[src/rtl/tiny_soc_pkg.sv]
// Shared TinySoC types: program-loader state encoding and frame constants.
// No ports; imported with import tiny_soc_pkg::*.
package tiny_soc_pkg;

  typedef enum logic [2:0] {
    S_SYNC = 3'd0,
    S_LEN  = 3'd1,
    S_DATA = 3'd2,
    S_CSUM = 3'd3,
    S_RUN  = 3'd4
  } loader_state_t;

  localparam logic [7:0] LOADER_SYNC_BYTE = 8'hA5;

endpackage

[src/rtl/tiny_gap_timer.sv]
// Inter-byte gap timer: counts enabled idle cycles, strobes timeout at limit.
// Ports: clk, rst (sync, high), clr, en in; timeout out (combinational).
module tiny_gap_timer #(
  parameter int GAP_CYCLES = 100000
) (
  input  logic clk,
  input  logic rst,
  input  logic clr,
  input  logic en,
  output logic timeout
);

  localparam int W = $clog2(GAP_CYCLES + 1);
  // cnt holds idle cycles seen since the last clear; the
  // GAP_CYCLES-th idle edge is the one that sees cnt == LIMIT.
  localparam logic [W-1:0] LIMIT = W'(GAP_CYCLES - 1);

  logic [W-1:0] cnt;

  always_ff @(posedge clk) begin
    if (rst || clr) begin
      cnt <= '0;
    end else if (en && cnt != LIMIT) begin
      cnt <= cnt + W'(1);
    end
  end

  assign timeout = en & (cnt == LIMIT);

endmodule

[src/rtl/tiny_prog_loader.sv]
// UART program loader: A5, LEN, data, [CSUM] frame -> program RAM writes.
// Ports: clk, rst, rx_data/rx_valid, reload in; mem_we/addr/wdata,
// cpu_hold, load_done, load_err out. Macro LOADER_CSUM_EN adds CSUM byte.
module tiny_prog_loader #(
  parameter logic [7:0] BASE_ADDR  = 8'h00,
  parameter int         GAP_CYCLES = 100000
) (
  input  logic       clk,
  input  logic       rst,
  input  logic [7:0] rx_data,
  input  logic       rx_valid,
  input  logic       reload,
  output logic       mem_we,
  output logic [7:0] mem_addr,
  output logic [7:0] mem_wdata,
  output logic       cpu_hold,
  output logic       load_done,
  output logic       load_err
);

  import tiny_soc_pkg::*;

  loader_state_t state;
  logic [7:0]    wr_addr;
  logic [8:0]    left;
`ifdef LOADER_CSUM_EN
  logic [7:0]    sum;
`endif
  logic          active;
  logic          timeout;
  logic          tmr_clr;

  assign active = (state == S_LEN) ||
                  (state == S_DATA) ||
                  (state == S_CSUM);

  assign tmr_clr = rx_valid | reload | ~active;

  tiny_gap_timer #(
    .GAP_CYCLES(GAP_CYCLES)
  ) u_gap (
    .clk    (clk),
    .rst    (rst),
    .clr    (tmr_clr),
    .en     (active),
    .timeout(timeout)
  );

  always_ff @(posedge clk) begin
    if (rst) begin
      state     <= S_SYNC;
      wr_addr   <= BASE_ADDR;
      left      <= '0;
`ifdef LOADER_CSUM_EN
      sum       <= '0;
`endif
      mem_we    <= 1'b0;
      mem_addr  <= BASE_ADDR;
      mem_wdata <= '0;
      cpu_hold  <= 1'b1;
      load_done <= 1'b0;
      load_err  <= 1'b0;
    end else begin
      mem_we    <= 1'b0;
      // Lag state by one cycle on entry/exit of RUN.
      cpu_hold  <= (state != S_RUN);
      load_done <= (state == S_RUN);
      if (reload) begin
        state <= S_SYNC;
      end else if (timeout) begin
        load_err <= 1'b1;
        state    <= S_SYNC;
      end else if (rx_valid) begin
        unique case (state)
          S_SYNC: begin
            if (rx_data == LOADER_SYNC_BYTE) begin
              load_err <= 1'b0;
              state    <= S_LEN;
            end
          end
          S_LEN: begin
            left     <= (rx_data == 8'h00) ? 9'd256
                                           : {1'b0, rx_data};
            wr_addr  <= BASE_ADDR;
            mem_addr <= BASE_ADDR;
`ifdef LOADER_CSUM_EN
            sum      <= '0;
`endif
            state    <= S_DATA;
          end
          S_DATA: begin
            mem_we    <= 1'b1;
            mem_wdata <= rx_data;
            mem_addr  <= wr_addr;
            wr_addr   <= wr_addr + 8'd1;
            left      <= left - 9'd1;
`ifdef LOADER_CSUM_EN
            sum       <= sum + rx_data;
            if (left == 9'd1) state <= S_CSUM;
`else
            if (left == 9'd1) state <= S_RUN;
`endif
          end
          S_CSUM: begin
`ifdef LOADER_CSUM_EN
            if (rx_data == sum) begin
              state <= S_RUN;
            end else begin
              load_err <= 1'b1;
              state    <= S_SYNC;
            end
`else
            state <= S_SYNC;
`endif
          end
          S_RUN: begin
          end
          default: state <= S_SYNC;
        endcase
      end
    end
  end

endmodule

[config.mk]
export PLATFORM = sky130hd
export DESIGN_NAME = tiny_prog_loader
export DESIGN_NICKNAME = d
export VERILOG_FILES = /design/src/rtl/tiny_soc_pkg.sv /design/src/rtl/tiny_gap_timer.sv /design/src/rtl/tiny_prog_loader.sv
export SDC_FILE = /design/constraint.sdc
export NUM_CORES = 1
export LEC_CHECK = 0
export CAP_MARGIN = 5
export CELL_PAD_IN_SITES_DETAIL_PLACEMENT = 1
export CELL_PAD_IN_SITES_GLOBAL_PLACEMENT = 2
export CORE_MARGIN = 3
export CORE_UTILIZATION = 33
export CTS_CLUSTER_DIAMETER = 50
export DETAILED_ROUTE_END_ITERATION = 10
export GPL_ROUTABILITY_DRIVEN = 0
export PLACE_DENSITY = 0.84
export SLEW_MARGIN = 5
export SYNTH_ARGS = -nofsm -noshare
export SYNTH_HDL_FRONTEND = slang
export SYNTH_SLANG_ARGS = --single-unit
[constraint.sdc]
create_clock -name clk -period 2.2 [get_ports clk]
set_input_delay 0.22 -clock clk [delete_from_list [all_inputs] [get_ports clk]]
set_output_delay 0.22 -clock clk [all_outputs]
set_load 0.01 [all_outputs]
[Yosys cells after proc, flatten, opt, wreduce, memory -nomap -nowiden]
Cells that the tools add are included.
Cells by class
  add/sub/neg operators: 3
  equality and inequality tests: 11
  mux-type cells: 12
  bitwise operators: 8
  reductions and logical operators: 16
Operators by type and width (number)
  8-bit case mux with 2 select lines: 2
  9-bit case mux with 2 select lines: 1
  17-bit by 1-bit adder with 17-bit output, second input constant: 1
  17-bit equality test, second input constant: 1
  17-bit inequality test, second input constant: 1
  4-bit AND reduction: 4
  3-bit case mux with 4 select lines: 1
  9-bit by 1-bit equality test with 1-bit output, second input constant: 1
  9-bit two-way mux: 1
  9-bit by 1-bit subtractor with 9-bit output, second input constant: 1
  8-bit by 1-bit adder with 8-bit output, second input constant: 1
  8-bit equality test, second input constant: 1
  8-bit zero test: 1
  2-bit nonzero test: 4
  3-bit by 2-bit equality test with 1-bit output, second input constant: 2
  3-bit two-way mux: 2
  1-bit two-way mux: 5
  1-bit NOT: 5
  4-bit OR reduction: 1
  3-bit by 1-bit equality test with 1-bit output, second input constant: 1
  3-bit equality test, second input constant: 1
  3-bit zero test: 1
  1-bit logical OR: 3
  3-bit inequality test, second input constant: 1
  6 further kinds: 7
Word-level totals
  register bits: 57
  output and inout port bits: 20
  word-level logic and storage cells: 60

[Logic depth before layout (Yosys ltp)]
  depth after elaboration: 6
  mapped depth: 8

[Cells and area by module]
Synthesis repeated with hierarchy kept, for this count alone.
Unflattened totals
  cell total of the unflattened synthesis: 321
  area total of the unflattened synthesis: 2777.7 um2
By module, submodules not included
  tiny_prog_loader: times used 1, cells each 208, area an instance 1846.8 um2, seq. area each 800.8 um2
  tiny_gap_timer: times used 1, cells each 113, area an instance 930.9 um2, seq. area each 340.3 um2

[Worst setup path after synthesis]
No wires, ideal clock.
  path type: register to register
  start: reg u_gap.cnt[12]
  end: reg wr_addr[6]
  library setup time: 0.074 ns
  data arrival time: 1.898 ns
  required time: 2.126 ns
  setup slack: 0.228 ns
  stages on the path, launching flop included: 8
  buffers on the path: 2
  clock period less this slack: 1.972 ns
  cell sequence: dfxtp_1 -> or4b_4 -> or3_4 -> o21ai_2 -> buf_4 -> buf_6 -> nand2_1 -> a31oi_1
Between the ends
  longest elaborated chain between the ends: 4
RTL lines
  start: declaration: RTL line tiny_gap_timer.sv:18  | logic [W-1:0] cnt;
  start signal: assignment: RTL line tiny_gap_timer.sv:24  | cnt <= cnt + W'(1);
  17-bit equality test: RTL line tiny_gap_timer.sv:28  | assign timeout = en & (cnt == LIMIT);
  1-bit bitwise AND: RTL line tiny_gap_timer.sv:28
  1-bit NOT (no line)
  4-bit AND reduction (no line)
  end signal: assignment: RTL line tiny_prog_loader.sv:95  | wr_addr <= wr_addr + 8'd1;
  end: declaration: RTL line tiny_prog_loader.sv:24  | logic [7:0] wr_addr;
Every way passes these cells.
A chain may end at the register's enable or synchronous reset.

[Final worst setup path]
  start: reg u_gap.cnt[12]
  end: reg wr_addr[5]
Same word-level chain as after synthesis.

==> impl_metrics.tcl <==
set metrics [dict create \
    start_util_pct 34.2 \
    dr.pass1.iters 6 \
    switching_share_pct 21.3 \
    skew_ns 0.0159 \
    dp_hpwl_mm 4.95 \
    wl_mm 7.24 \
    path_clk_slew_ns 0.07 \
    grt_use_total_pct 17.4 \
    setup_viol 0 \
    io_pins 32 \
    avgSynthCellArea_um2 8.22 \
    drv_cap 0 \
    crit_family "simple AND/OR/NAND/NOR gates" \
    cts_made_buffers 9 \
    drv_slew 0 \
    fin_crit_sh_pct 94.1 \
    syn-num-nets 341 \
    grt_first_pass_wirelength_mm 12.3 \
    cts_tree "done" \
    cts.sinks 57 \
    htree_num_levels 3 \
    arrival_ns 2.34 \
    ys_ff_latch 57 \
    mostFrequentLayoutCells "57 x dfxtp_1, 46 x nor2_1, 31 x a21oi_1, 31 x clkdlybuf4s50_1, 25 x nand2_1" \
    ys_types 46 \
    max_stage_delay_ns 0.57 \
    core_um2 7810 \
    dieArea_um2 9210 \
    placed_cell_area_um2 3170 \
    setup_tns_ns 0 \
    rows 32 \
    switchingPower_uw 493 \
    final_common_cell "dfxtp_1" \
    via_per_inst 5.32 \
    insertion_delay_ns 0.34 \
    yosys.area.top_type "dfxtp_1" \
    initialDrtViolationCount 71 \
    ys_seq_area_share_pct 42.7 \
    vias 2514 \
    cp_slowest_cell "or4b_4" \
    clockRootBuffer "clkbuf_8" \
    intPower_mw 1.82 \
    synth_edf_count 0 \
    grt_pass1_vias 2560 \
    cp-end-kind "register" \
    grt-ovfl-total 0 \
    wl_per_cell_um 15.3 \
    synthArstFlopShare_pct 0 \
    drive_gt1_share_pct 10.8 \
    startpoint_type "register" \
    syn-instance-count 325 \
    p_clk_share_pct 53.1 \
    outcome "complete, no violations" \
    max-slew-margin-rel_pct 58.1 \
    ir_drop_uv 395 \
    cp_max_fo 29 \
    tightest_slew_ns 0.623 \
    grt_max_degree 39 \
    synth_area_um2 2670 \
    grt_setup_unrepaired "no" \
    cts-hold-fix-buffers 0 \
    cts_resized 0 \
    final-hold-violation-count 0 \
    ys_warn_count 0 \
    p_comb_share_pct 2.3 \
    min_period_ns 2.07 \
    ant_nets 0 \
    crit_type "register to register" \
    synth-main-ff-cell "dfxtp_1" \
    cts_setup_buffers 0 \
    ys_top_cells_by_area "dfxtp_1 43%, nor2_1 6.5%, a21oi_1 5.8%" \
    area_delta_synth_final_pct 28.2 \
    drc_errors 0 \
    p_seq_share_pct 44.6 \
    critical_path_required_ns 2.47 \
    min_path_type "register to register" \
    powerDensity_nw_per_um2 675 \
    fin_area_um2 3420 \
    cts_buffer_depth 2 \
    die_y_um 96.0 \
    antenna-diode-count 0 \
    die_w_um 96.0 \
    antenna_found_initial 0 \
    fmax_mhz 483 \
    numPortBuffers 31 \
    p_leak_nw 1.13 \
    final_nets 382 \
    critical_path_buf_inv_count 1 \
    crit_path_cell_trace "or4b_4 -> or3_4 -> o21ai_2 -> buf_12 -> o21ai_0 -> a21oi_1" \
    synth_top_area_share_pct 42.7 \
]
## cell type report
| cell class | instances | area [um^2] |
|---|---|---|
| tap | 102 | 128 |
| sequential | 57 | 1140 |
| inverter | 8 | 30.0 |
| multi-input combinational | 242 | 1410 |
| timing repair buffer | 48 | 463 |
| fill | 951 | 4380 |
| clock inverter | 7 | 125 |
| clock buffer | 9 | 124 |
## power groups by stage
stage | sequential, mW | clock, mW | combinational [mW]
2_1_floorplan | 1.05 | 0 | 0.0193
5_1_grt | 1.03 | 1.32 | 0.0586
3_5_place_dp | 1.05 | 0 | 0.0533
3_3_place_gp | 1.05 | 0 | 0.0541
6_report | 1.03 | 1.23 | 0.0532
4_1_cts | 1.03 | 1.28 | 0.0538
## final timing paths
kind	to	depth (start not counted)	from	slack, ns
max	wr_addr[5]	6	u_gap.cnt[12]	0.13
min	mem_wdata[3]	2	mem_wdata[3]	0.48
max reg2reg	wr_addr[5]	6	u_gap.cnt[12]	0.13
min reg2reg	mem_wdata[3]	2	mem_wdata[3]	0.48
## cells by family (layout without fill, tap and decap cells)
group           Yosys count  after routing  share of synthesized area [%]
simple gates            143            143                           28.2
compound gates           79             79                           17.6
flops                    57             57                           42.7
buf+inv                  26             72                           4.36
xor+xnor                 16             16                           5.25
fa+ha+maj                 4              4                           1.87
## cells in the mapped netlist, drive strengths merged (7+ instances only)
master,instances
clkbuf,10
nor2,46
nand3,10
nand4,10
nor3,13
inv,8
nand2,25
o21ai,22
a22oi,11
buf,8
dfxtp,57
xnor2,11
nor4,7
a21oi,31
## metal layers
layer / routed length, um / GRT usage [%] / vias to the layer above
met4: 82 / 5.92 / 0
met5: 0 / 0 / -
met1: 3380 / 20.6 / 1228
met2: 3550 / 29.6 / 30
met3: 230 / 5.63 / 6
li1: - / - / 1250
## sequential cells by signal, indices dropped and copies added (netlist names)
signal / flops
wr_addr: 8
u_gap.cnt: 17
state: 3
cpu_hold: 1
mem_we: 1
load_done: 1
mem_wdata: 8
load_err: 1
mem_addr: 8
left: 9
## metrics by stage
stage / total power [mW] / hold slack, ns / worst slack (ns) / utilization [%] / instances
global placement: 1.11 / 0.459 / 0.180 / 40.7 / 457
CTS: 2.36 / 0.483 / 0.103 / 43.8 / 473
finish: 2.31 / 0.483 / 0.131 / 43.8 / 473
detailed placement: 1.11 / 0.475 / 0.127 / 40.7 / 457
floorplan: 1.07 / 0.356 / 0.228 / - / 325
global route: 2.41 / 0.496 / 0.00841 / 43.8 / 473
## worst register-to-register path: stages, from the launching register on
cell and delay [ns]:
dfxtp_1 0.33, or4b_4 0.57, or3_4 0.44, o21ai_2 0.19, buf_12 0.20, o21ai_0 0.12
a21oi_1 0.15
No activity file was read; power rests on OpenSTA's default activity.
